$ cat src/rtl/uart_tx_arbiter.sv
// uart_tx_arbiter: round-robin packet arbiter sharing one UART TX FIFO write port.
// Each granted packet is prefixed by a one-byte header {4'hA, source id}.
module uart_tx_arbiter #(
  parameter int N_SRC   = 4,
  parameter int MAX_LEN = 64
) (
  input  logic               clk,
  input  logic               reset_n,
  input  logic [N_SRC-1:0]   src_valid,
  input  logic [8*N_SRC-1:0] src_data,
  input  logic [N_SRC-1:0]   src_last,
  output logic [N_SRC-1:0]   src_ready,
  output logic [7:0]         fifo_data,
  output logic               fifo_write_enable,
  input  logic               fifo_full,
  input  logic               fifo_almost_full,
  output logic               busy,
  output logic [3:0]         grant_id,
  output logic               overlong
);

  localparam int               PTR_W     = $clog2(N_SRC);
  localparam int               PW1       = PTR_W + 1;
  localparam logic [PTR_W-1:0] LAST_IDX  = PTR_W'(N_SRC - 1);
  localparam logic [PW1-1:0]   N_SRC_W   = PW1'(N_SRC);
  localparam logic [16:0]      MAX_LEN_W = 17'(MAX_LEN);

  typedef enum logic [1:0] {
    IDLE   = 2'd0,
    HEADER = 2'd1,
    DATA   = 2'd2
  } state_t;

  state_t           state_r;
  logic [3:0]       grant_id_r;
  logic [PTR_W-1:0] rr_ptr_r;
  logic [15:0]      len_cnt_r;
  logic             overlong_r;

  logic [PTR_W-1:0] g_s;
  logic [PTR_W-1:0] winner_s;
  logic             win_s;
  logic [PW1-1:0]   idx_s;
  logic [PTR_W-1:0] cand_s;
  logic             hit_s;
  logic [7:0]       sel_data_s;
  logic             sel_valid_s;
  logic             sel_last_s;
  logic             xfer_s;
  logic             hdr_wr_s;
  logic [PTR_W-1:0] next_ptr_s;
  logic             at_max_s;

  assign g_s        = grant_id_r[PTR_W-1:0];
  assign xfer_s     = (state_r == DATA) & sel_valid_s & ~fifo_full;
  assign hdr_wr_s   = (state_r == HEADER) & ~fifo_full;
  assign next_ptr_s = (g_s == LAST_IDX) ? {PTR_W{1'b0}} : (g_s + PTR_W'(1));
  assign at_max_s   = (({1'b0, len_cnt_r} + 17'd1) == MAX_LEN_W);

  // Round-robin search: first valid source at or above rr_ptr, wrapping modulo N_SRC
  always_comb begin
    win_s    = 1'b0;
    winner_s = {PTR_W{1'b0}};
    idx_s    = {PW1{1'b0}};
    cand_s   = {PTR_W{1'b0}};
    hit_s    = 1'b0;
    for (int k = 0; k < N_SRC; k++) begin
      idx_s    = {1'b0, rr_ptr_r} + PW1'(k);
      idx_s    = (idx_s >= N_SRC_W) ? (idx_s - N_SRC_W) : idx_s;
      cand_s   = idx_s[PTR_W-1:0];
      hit_s    = src_valid[cand_s] & ~win_s;
      winner_s = hit_s ? cand_s : winner_s;
      win_s    = win_s | hit_s;
    end
  end

  // Select the granted source's byte, valid and last flags
  always_comb begin
    sel_data_s  = 8'h00;
    sel_valid_s = 1'b0;
    sel_last_s  = 1'b0;
    for (int k = 0; k < N_SRC; k++) begin
      sel_data_s  = sel_data_s  | ({8{g_s == PTR_W'(k)}} & src_data[8*k +: 8]);
      sel_valid_s = sel_valid_s | ((g_s == PTR_W'(k)) & src_valid[k]);
      sel_last_s  = sel_last_s  | ((g_s == PTR_W'(k)) & src_last[k]);
    end
  end

  // Datapath outputs decode from state; IDLE drives everything to zero
  always_comb begin
    src_ready         = {N_SRC{1'b0}};
    fifo_data         = 8'h00;
    fifo_write_enable = 1'b0;
    case (state_r)
      HEADER: begin
        fifo_data         = {4'hA, grant_id_r};
        fifo_write_enable = hdr_wr_s;
      end
      DATA: begin
        src_ready[g_s]    = ~fifo_full;
        fifo_data         = sel_data_s;
        fifo_write_enable = xfer_s;
      end
      default: begin
        src_ready         = {N_SRC{1'b0}};
        fifo_data         = 8'h00;
        fifo_write_enable = 1'b0;
      end
    endcase
  end

  assign busy     = (state_r != IDLE);
  assign grant_id = grant_id_r;
  assign overlong = overlong_r;

  // Packet FSM: grant, header, data; release on last byte or at MAX_LEN
  always_ff @(posedge clk or negedge reset_n) begin
    if (!reset_n) begin
      state_r    <= IDLE;
      grant_id_r <= 4'd0;
      rr_ptr_r   <= {PTR_W{1'b0}};
      len_cnt_r  <= 16'd0;
      overlong_r <= 1'b0;
    end else begin
      overlong_r <= 1'b0;
      case (state_r)
        IDLE: begin
          if (win_s && !fifo_almost_full) begin
            grant_id_r <= 4'(winner_s);
            len_cnt_r  <= 16'd0;
            state_r    <= HEADER;
          end
        end
        HEADER: begin
          if (hdr_wr_s) begin
            state_r <= DATA;
          end
        end
        DATA: begin
          if (xfer_s) begin
            len_cnt_r <= len_cnt_r + 16'd1;
            if (sel_last_s) begin
              state_r  <= IDLE;
              rr_ptr_r <= next_ptr_s;
            end else if (at_max_s) begin
              // forced release; the rest of the packet waits for a new grant
              state_r    <= IDLE;
              rr_ptr_r   <= next_ptr_s;
              overlong_r <= 1'b1;
            end
          end
        end
        default: begin
          state_r <= IDLE;
        end
      endcase
    end
  end

endmodule
$ cat config.mk
export PLATFORM = sky130hd
export DESIGN_NAME = uart_tx_arbiter
export DESIGN_NICKNAME = d
export VERILOG_FILES = /design/src/rtl/uart_tx_arbiter.sv
export SDC_FILE = /design/constraint.sdc
export NUM_CORES = 1
export LEC_CHECK = 0
export BUFFER_PORTS_ARGS = -buffer_cell sky130_fd_sc_hd__buf_4
export CAP_MARGIN = 15
export CORE_MARGIN = 2
export CORE_UTILIZATION = 25
export DETAILED_ROUTE_END_ITERATION = 12
export SYNTH_ARGS = -nofsm -noshare
export SYNTH_HDL_FRONTEND = slang
export SYNTH_SLANG_ARGS = --single-unit
$ cat constraint.sdc
create_clock -name clk -period 2.8 [get_ports clk]
set_input_delay 0.14 -clock clk [delete_from_list [all_inputs] [get_ports clk]]
set_output_delay 0.14 -clock clk [all_outputs]
set_load 0.05 [all_outputs]
==> results of run 1 <==
[final cells by class]
class                      instances  area (µm²)
inverter                           8       30.03
timing repair buffer              69       520.5
clock buffer                       3       41.29
tap                              102       127.6
sequential                        23       575.6
fill                             823        5107
multi-input combinational        191        1320
clock inverter                     1       5.005
[stage by stage]
stage,util,total power [mW],hold WS [ns],area (µm²)
after detailed placement,0.3318,1.709,0.05271,2564
final,0.3391,1.901,0.1963,2620
after global routing,0.3391,2.051,0.1921,2620
after CTS,0.3391,1.921,0.1899,2620
after global placement,0.3318,1.705,0.04813,2564
after floorplan,-,1.289,-0.1556,2006
[layout by cell type, fill, tap and decap left out, types with 2 or more instances in the layout]
| master | count |
|---|---|
| a221oi_1 | 5 |
| or2_0 | 2 |
| o22ai_1 | 2 |
| o21a_1 | 4 |
| clkbuf_8 | 3 |
| nor2b_1 | 3 |
| and2_1 | 4 |
| nand3_2 | 2 |
| nand4_1 | 4 |
| nor3_1 | 14 |
| dfrtp_1 | 23 |
| o21ai_0 | 22 |
| nor2_1 | 3 |
| nor4_1 | 4 |
| ha_1 | 11 |
| nand3_1 | 6 |
| and3_1 | 2 |
| o21ai_2 | 2 |
| nand2_1 | 26 |
| mux2_1 | 4 |
| a21o_1 | 3 |
| a22o_1 | 7 |
| conb_1 | 2 |
| inv_1 | 8 |
| buf_4 | 68 |
| mux2i_1 | 5 |
| a22oi_1 | 12 |
| a21oi_1 | 15 |
[layer usage]
| metal | track usage | up-vias |
|---|---|---|
| met1 | 0.1797 | 957 |
| met5 | 0 | - |
| met2 | 0.2146 | 55 |
| met3 | 0.02820 | 8 |
| li1 | - | 1004 |
| met4 | 0.03309 | 0 |
[logic make-up after synthesis]
| kind of cell | Yosys count |
|---|---|
| buffers and inverters | 25 |
| multiplexers | 10 |
| adder cells (fa/ha/maj) | 11 |
| AND/OR/NAND/NOR | 83 |
| XOR/XNOR | 2 |
| AO/OA/AOI/OAI | 83 |
| other | 1 |
| flip-flops | 23 |
[critical path, stage by stage (launching register included)]
cell     delay [ns]
dfrtp_1        0.44
ha_1           0.34
and3_1         0.29
mux2i_1        0.21
mux2i_1        0.12
a211o_4        0.34
o21ai_2        0.18
mux2_1         0.35
[power breakdown]
part | switching (mW) | total [mW] | internal [mW] | leakage, nW
sequential | 0.0792 | 0.469 | 0.390 | 0.312
combinational | 0.786 | 1.23 | 0.442 | 0.819
clock | 0.104 | 0.204 | 0.0992 | 0.0255
total | 0.969 | 1.90 | 0.932 | 1.16
[synthesized netlist by cell type (3+ instances only)]
library cell | n | share of area
nor2b_1 | 3 | 0.0094
ha_1 | 11 | 0.069
buf_2 | 3 | 0.0075
a21oi_1 | 15 | 0.037
o21ai_0 | 23 | 0.057
mux2_1 | 4 | 0.022
buf_4 | 3 | 0.011
nand2_1 | 26 | 0.049
a21o_1 | 3 | 0.011
nor4_1 | 4 | 0.012
inv_1 | 8 | 0.015
a22oi_1 | 12 | 0.045
mux2i_1 | 5 | 0.025
nor3_1 | 14 | 0.035
nand3_1 | 6 | 0.015
and2_1 | 4 | 0.012
dfrtp_1 | 23 | 0.29
o21a_1 | 4 | 0.015
a22o_1 | 7 | 0.031
clkbuf_1 | 10 | 0.019
nor2_1 | 3 | 0.0056
a221oi_1 | 5 | 0.022
nand4_1 | 4 | 0.012
[what timing repair did]
action                                  4_1_cts  5_1_grt
gates resized for setup                       0        0
setup buffers                                 0        0
hold buffers                                  1        0
endpoints found under the setup margin        0        0
hold endpoints to repair                     23        0
[final timing paths]
kind | slack [ns] | startpoint | end | cells after the start
setup / recovery | 0.41 | len_cnt_r[0] | state_r[1] | 7
setup reg to reg | 0.41 | len_cnt_r[0] | state_r[1] | 7
hold / removal | 0.20 | fifo_almost_full | grant_id[1] | 3
max in group asynchronous | 2.27 | reset_n | len_cnt_r[4] | 2
hold reg to reg | 0.56 | rr_ptr_r[0] | rr_ptr_r[0] | 1
min in group asynchronous | 0.30 | reset_n | len_cnt_r[7] | 2
[flip-flops by register name, summed over array words and instances, names as in the netlist]
| register | cells |
|---|---|
| len_cnt_r | 16 |
| grant_id | 2 |
| rr_ptr_r | 2 |
| state_r | 2 |
| overlong | 1 |
==> out/qor.csv, run 1 <==
stage,metric,value,unit
synth,Ys Warns,0,
grt,vias in the first global route,1951,
synth,post-synthesis sequential area ratio,0.2875,
synth,mux cell area share after synthesis,0.05313,
drt,Detail Route Antenna Nets,0,
synth,distinct cell type count after synthesis,56,
grt,GRT Overall Usage,0.1327,
clock_tree,clk_lat worst skew,0.26,ns
clock_tree,Max Root-Sink Buffers,2,
cells_and_area,"Cell Count, Final, Fillers Out",397,
synth,Synth Area in Compound Gates,0.2831,
clock_tree,clock root cell,clkbuf_8,
place,count of input and output buffers,60,
worst_setup_path,Setup CP Type,reg2reg,
drt,DR WL met3,218,µm
clock_tree,clock sinks,23,
grt,initial antenna violation count,0,
timing,Fin. Hold Viols,0,
place,routability congestion estimate,0.7962,
worst_setup_path,Worst Path Arrival,2.53,ns
timing,max-slew violation count,0,
clock_tree,H-Tree Level Count,1,
synth,largest family of logic cells by synthesized area,compound AO/OA/AOI/OAI gates,
worst_setup_path,CP Max Fanout,9,
synth,"Async S/R FF share, synth",1.000,
hold_path,Hold WC Path Type,in2reg,
grt,Congestion Overflow GR,0,
synth,Yosys reg bits,23,
synth,XOR/XNOR Fraction of Synth Area,0.008750,
clock_tree,CTS Buf Count,3,
power_and_ir_drop,cell area power density,725.6,mW/mm²
cells_and_area,ant diodes,0,
timing,unrepaired setup endpoints after global routing,no,
timing,Final WS setup,0.4121,ns
timing,max_slew headroom,0.6408,
floorplanning,die width,93.49,µm
timing,Clock Skews,0.002123,ns
grt,first-pass GRT wire length,9487,µm
synth,Syn Area/Cell,8.411,µm²
drt,vias per std cell,5.098,
floorplanning,Starting Density,0.2591,
floorplanning,Chip Height,93.49,µm
place,setup slack at placement,0.4328,ns
power_and_ir_drop,LEAKAGE,1.157,nW
flow_run,Max-cap violations,0,
power_and_ir_drop,maximum vdd ir drop,0.0002066,V
place,placed insts,392,
drt,DR WL/cell,13.93,µm
drt,Vias,2024,
worst_setup_path,WP data required,2.95,ns
cells_and_area,Layout area overhead,30.87,%
drt,Final Routed Wirelength,5531,µm
synth,Post-synth top flop,dfrtp_1,
synth,"EDFF count, synth",0,
floorplanning,die area,0.008739,mm²
drt,routed wl met2,2693,µm
drt,DR DRC count,0,
floorplanning,Row Count,32,
clock_tree,CTS tree,built,
drt,met1 wire length,2560,µm
grt,largest net degree at the start of global routing,24,
timing,min Tclk post-route,2.388,ns
synth,Adder-Cell Fraction of Synth Area,0.06875,
timing,fmax,0.4188,GHz
floorplanning,Core Box Area,0.007727,mm²
worst_setup_path,CP endpoint kind,flip-flop,
synth,cell count after synthesis,238,
timing,Worst Max-Slew Pin Slew,0.5339,ns
cells_and_area,share of post-route cells with drive strength above 1,0.2915,
timing,fin crit share,0.8528,
drt,TritonRoute pass-1 iters,4,
floorplanning,IO Count,63,
place,Post-DP HPWL,4358,µm
synth,Synth Area in Simple Gates,0.2419,
drt,DRT iter0 DRCs,121,
synth,synthesized cell area,0.002002,mm²
timing,# setup viols final,0,
clock_tree,"Clk pin slew, worst setup/hold paths",0.08,ns
cells_and_area,layout net count,351,
outcome,status,"complete, no violations",
worst_setup_path,startpoint types,flip-flop,
drt,Top Metal Used,met4,
timing,Setup TNS Final,0,ns
No activity file was read; power rests on OpenSTA's default activity.
==> run 2, diff against run 1 <==
- CORE_UTILIZATION: 25 -> 52
- PLACE_DENSITY: not set -> 0.81
==> run 2 against run 1 <==
Compared with the run above:
- flip-flop and latch count is the same
- wire length grew 0.47%
- via count up 1.1%
- total power rose by 0.26%
- fmax decreased by 3.4%
- worst hold slack lost 0.028 ns
- global-route usage rose by 14 points
- combinational power about the same
- non-clock buffer count is 1 lower
- clock power rose by 5%
- largest cell class unchanged
- highest routed layer unchanged
- critical path type unchanged
==> out/qor.csv, run 2 (synthesis gave the netlist of run 1 again) <==
stage,metric,value,unit,change
worst_setup_path,CP endpoint kind,flip-flop,,unchanged
cells_and_area,Fillers,318,,was 823
drt,DR DRC count,0,,unchanged
power_and_ir_drop,cell area power density,749.0,mW/mm²,was 725.6 mW/mm²
clock_tree,CTS tree,built,,unchanged
clock_tree,clock root cell,clkbuf_8,,unchanged
worst_setup_path,Setup CP Type,reg2reg,,unchanged
place,setup slack at placement,0.4249,ns,was 0.4328 ns
timing,# setup viols final,0,,unchanged
floorplanning,Starting Density,0.5427,,was 0.2591
flow_run,Max-cap violations,0,,unchanged
place,count of input and output buffers,60,,unchanged
timing,Setup TNS Final,0,ns,unchanged
floorplanning,die area,0.004362,mm²,was 0.008739 mm²
drt,TritonRoute pass-1 iters,4,,unchanged
clock_tree,Max Root-Sink Buffers,2,,unchanged
cells_and_area,share of post-route cells with drive strength above 1,0.2891,,was 0.2915
place,Post-DP HPWL,4212,µm,was 4358 µm
timing,Fin. Hold Viols,0,,unchanged
drt,vias per std cell,5.982,,was 5.098
floorplanning,IO Count,63,,unchanged
timing,min Tclk post-route,2.471,ns,was 2.388 ns
clock_tree,CTS Buf Count,3,,unchanged
grt,M1 GR Usage,0.3792,,was 0.1797
grt,GRT Overall Usage,0.2682,,was 0.1327
floorplanning,die width,66.05,µm,was 93.49 µm
clock_tree,H-Tree Level Count,1,,unchanged
cells_and_area,max reg flops,16,,unchanged
grt,GRT met3 Usage,0.03578,,was 0.02820
clock_tree,"Clk pin slew, worst setup/hold paths",0.09,ns,was 0.08 ns
grt,initial antenna violation count,0,,unchanged
timing,Final WS setup,0.3293,ns,was 0.4121 ns
drt,Vias,2046,,was 2024
floorplanning,Chip Height,66.05,µm,was 93.49 µm
floorplanning,Core Box Area,0.003689,mm²,was 0.007727 mm²
timing,unrepaired setup endpoints after global routing,no,,unchanged
timing,Clock Skews,0.005933,ns,was 0.002123 ns
timing,Worst Max-Slew Pin Slew,0.5494,ns,was 0.5339 ns
cells_and_area,Layout area overhead,27.12,%,was 30.87%
outcome,status,"complete, no violations",,unchanged
clock_tree,clk_lat worst skew,0.27,ns,was 0.26 ns
cells_and_area,ant diodes,0,,unchanged
grt,largest net degree at the start of global routing,24,,unchanged
timing,max-slew violation count,0,,unchanged
timing,fmax,0.4047,GHz,was 0.4188 GHz
grt,Congestion Overflow GR,0,,unchanged
floorplanning,Row Count,22,,was 32
grt,vias in the first global route,1884,,was 1951
worst_setup_path,startpoint types,flip-flop,,unchanged
clock_tree,clock sinks,23,,unchanged
grt,met2 Usage GRT,0.4230,,was 0.2146
power_and_ir_drop,maximum vdd ir drop,0.0006710,V,was 0.0002066 V
cells_and_area,Register Area,575.6,µm²,unchanged
hold_path,Hold WC Path Type,in2reg,,unchanged
cells_and_area,layout net count,350,,was 351
drt,Detail Route Antenna Nets,0,,unchanged
place,routability congestion estimate,0.8182,,was 0.7962
timing,max_slew headroom,0.6287,,was 0.6408
worst_setup_path,CP Max Fanout,10,,was 9
worst_setup_path,Worst Path Arrival,2.63,ns,was 2.53 ns
cells_and_area,Largest Register,len_cnt_r,,unchanged
worst_setup_path,WP data required,2.96,ns,was 2.95 ns
drt,Final Routed Wirelength,5557,µm,was 5531 µm
cells_and_area,area occupied by multi-input gates,0.001320,mm²,unchanged
grt,busiest grt layer,met2,,unchanged
grt,first-pass GRT wire length,9066,µm,was 9487 µm
drt,DRT iter0 DRCs,147,,was 121
cells_and_area,"commonest non-fill, non-tap cell in the layout",buf_4,,unchanged
timing,fin crit share,0.8824,,was 0.8528
power_and_ir_drop,LEAKAGE,1.152,nW,was 1.157 nW
drt,DR WL/cell,16.25,µm,was 13.93 µm
cells_and_area,most frequent cells in the layout,"67 x buf_4, 26 x nand2_1, 23 x dfrtp_1",,"was 68 x buf_4, 26 x nand2_1, 23 x dfrtp_1"
run 2: cell count changes in the layout (fill, tap and decap cells not counted):
cell   change
buf_4      -1
run 2: final timing paths:
path                                        from  slack, ns             to  cells past startpoint
max in group asynchronous                reset_n       2.27  len_cnt_r[13]                      2
worst min-delay path            fifo_almost_full       0.17    grant_id[1]                      3
worst max register to register      len_cnt_r[2]       0.33    rr_ptr_r[1]                      6
worst min register to register        state_r[1]       0.54     state_r[1]                      1
min in group asynchronous                reset_n       0.29  len_cnt_r[11]                      2
worst max-delay path                len_cnt_r[2]       0.33    rr_ptr_r[1]                      6
run 2: power by group:
group / total [mW] / switching (mW) / leakage (nW) / internal [mW]
Combinational: 1.22 / 0.791 / 0.814 / 0.432
Clock: 0.215 / 0.115 / 0.0255 / 0.0997
Sequential: 0.469 / 0.0787 / 0.312 / 0.390
Total: 1.91 / 0.985 / 1.15 / 0.921
run 2: area by class of cell:
class	instances	area share
multi-input cells	191	0.5187
clock buffers	3	0.01622
flip-flops and latches	23	0.2262
clock inverters	1	0.001967
inverters	8	0.01180
repair buffers	68	0.2016
well taps	48	0.02360
run 2: what timing repair did:
item | CTS | global route
buffers inserted | 0 | 0
endpoints found under the setup margin | 0 | 0
hold buffers | 1 | 0
resized for setup | 0 | 0
endpoints found under the hold margin | 23 | 0
run 2: stage by stage:
step | std cells | utilization | hold WS, ns | power, mW | instance area (µm²)
3_3_place_gp | 337 | 0.6747 | 0.04584 | 1.665 | 2489
4_1_cts | 342 | 0.6900 | 0.1648 | 1.902 | 2545
2_1_floorplan | 239 | - | -0.1556 | 1.289 | 2006
6_report | 342 | 0.6900 | 0.1680 | 1.906 | 2545
3_5_place_dp | 337 | 0.6747 | 0.05397 | 1.684 | 2489
5_1_grt | 342 | 0.6900 | 0.1938 | 2.015 | 2545
run 2: metal layers:
layer | routed length, µm | share of wire | up-vias
li1 | - | - | 1003
met1 | 2520 | 0.45 | 966
met2 | 2620 | 0.47 | 62
met3 | 295 | 0.053 | 15
met4 | 121 | 0.022 | 0
met5 | 0 | 0 | -
run 2: worst max-delay path, cell delays in order (launching register included):
cell and delay, ns:
dfrtp_1 0.52, nand3_2 0.28, o21ai_0 0.28, nor4bb_1 0.49, o211ai_1 0.22, o21ai_2 0.23
mux2_1 0.34
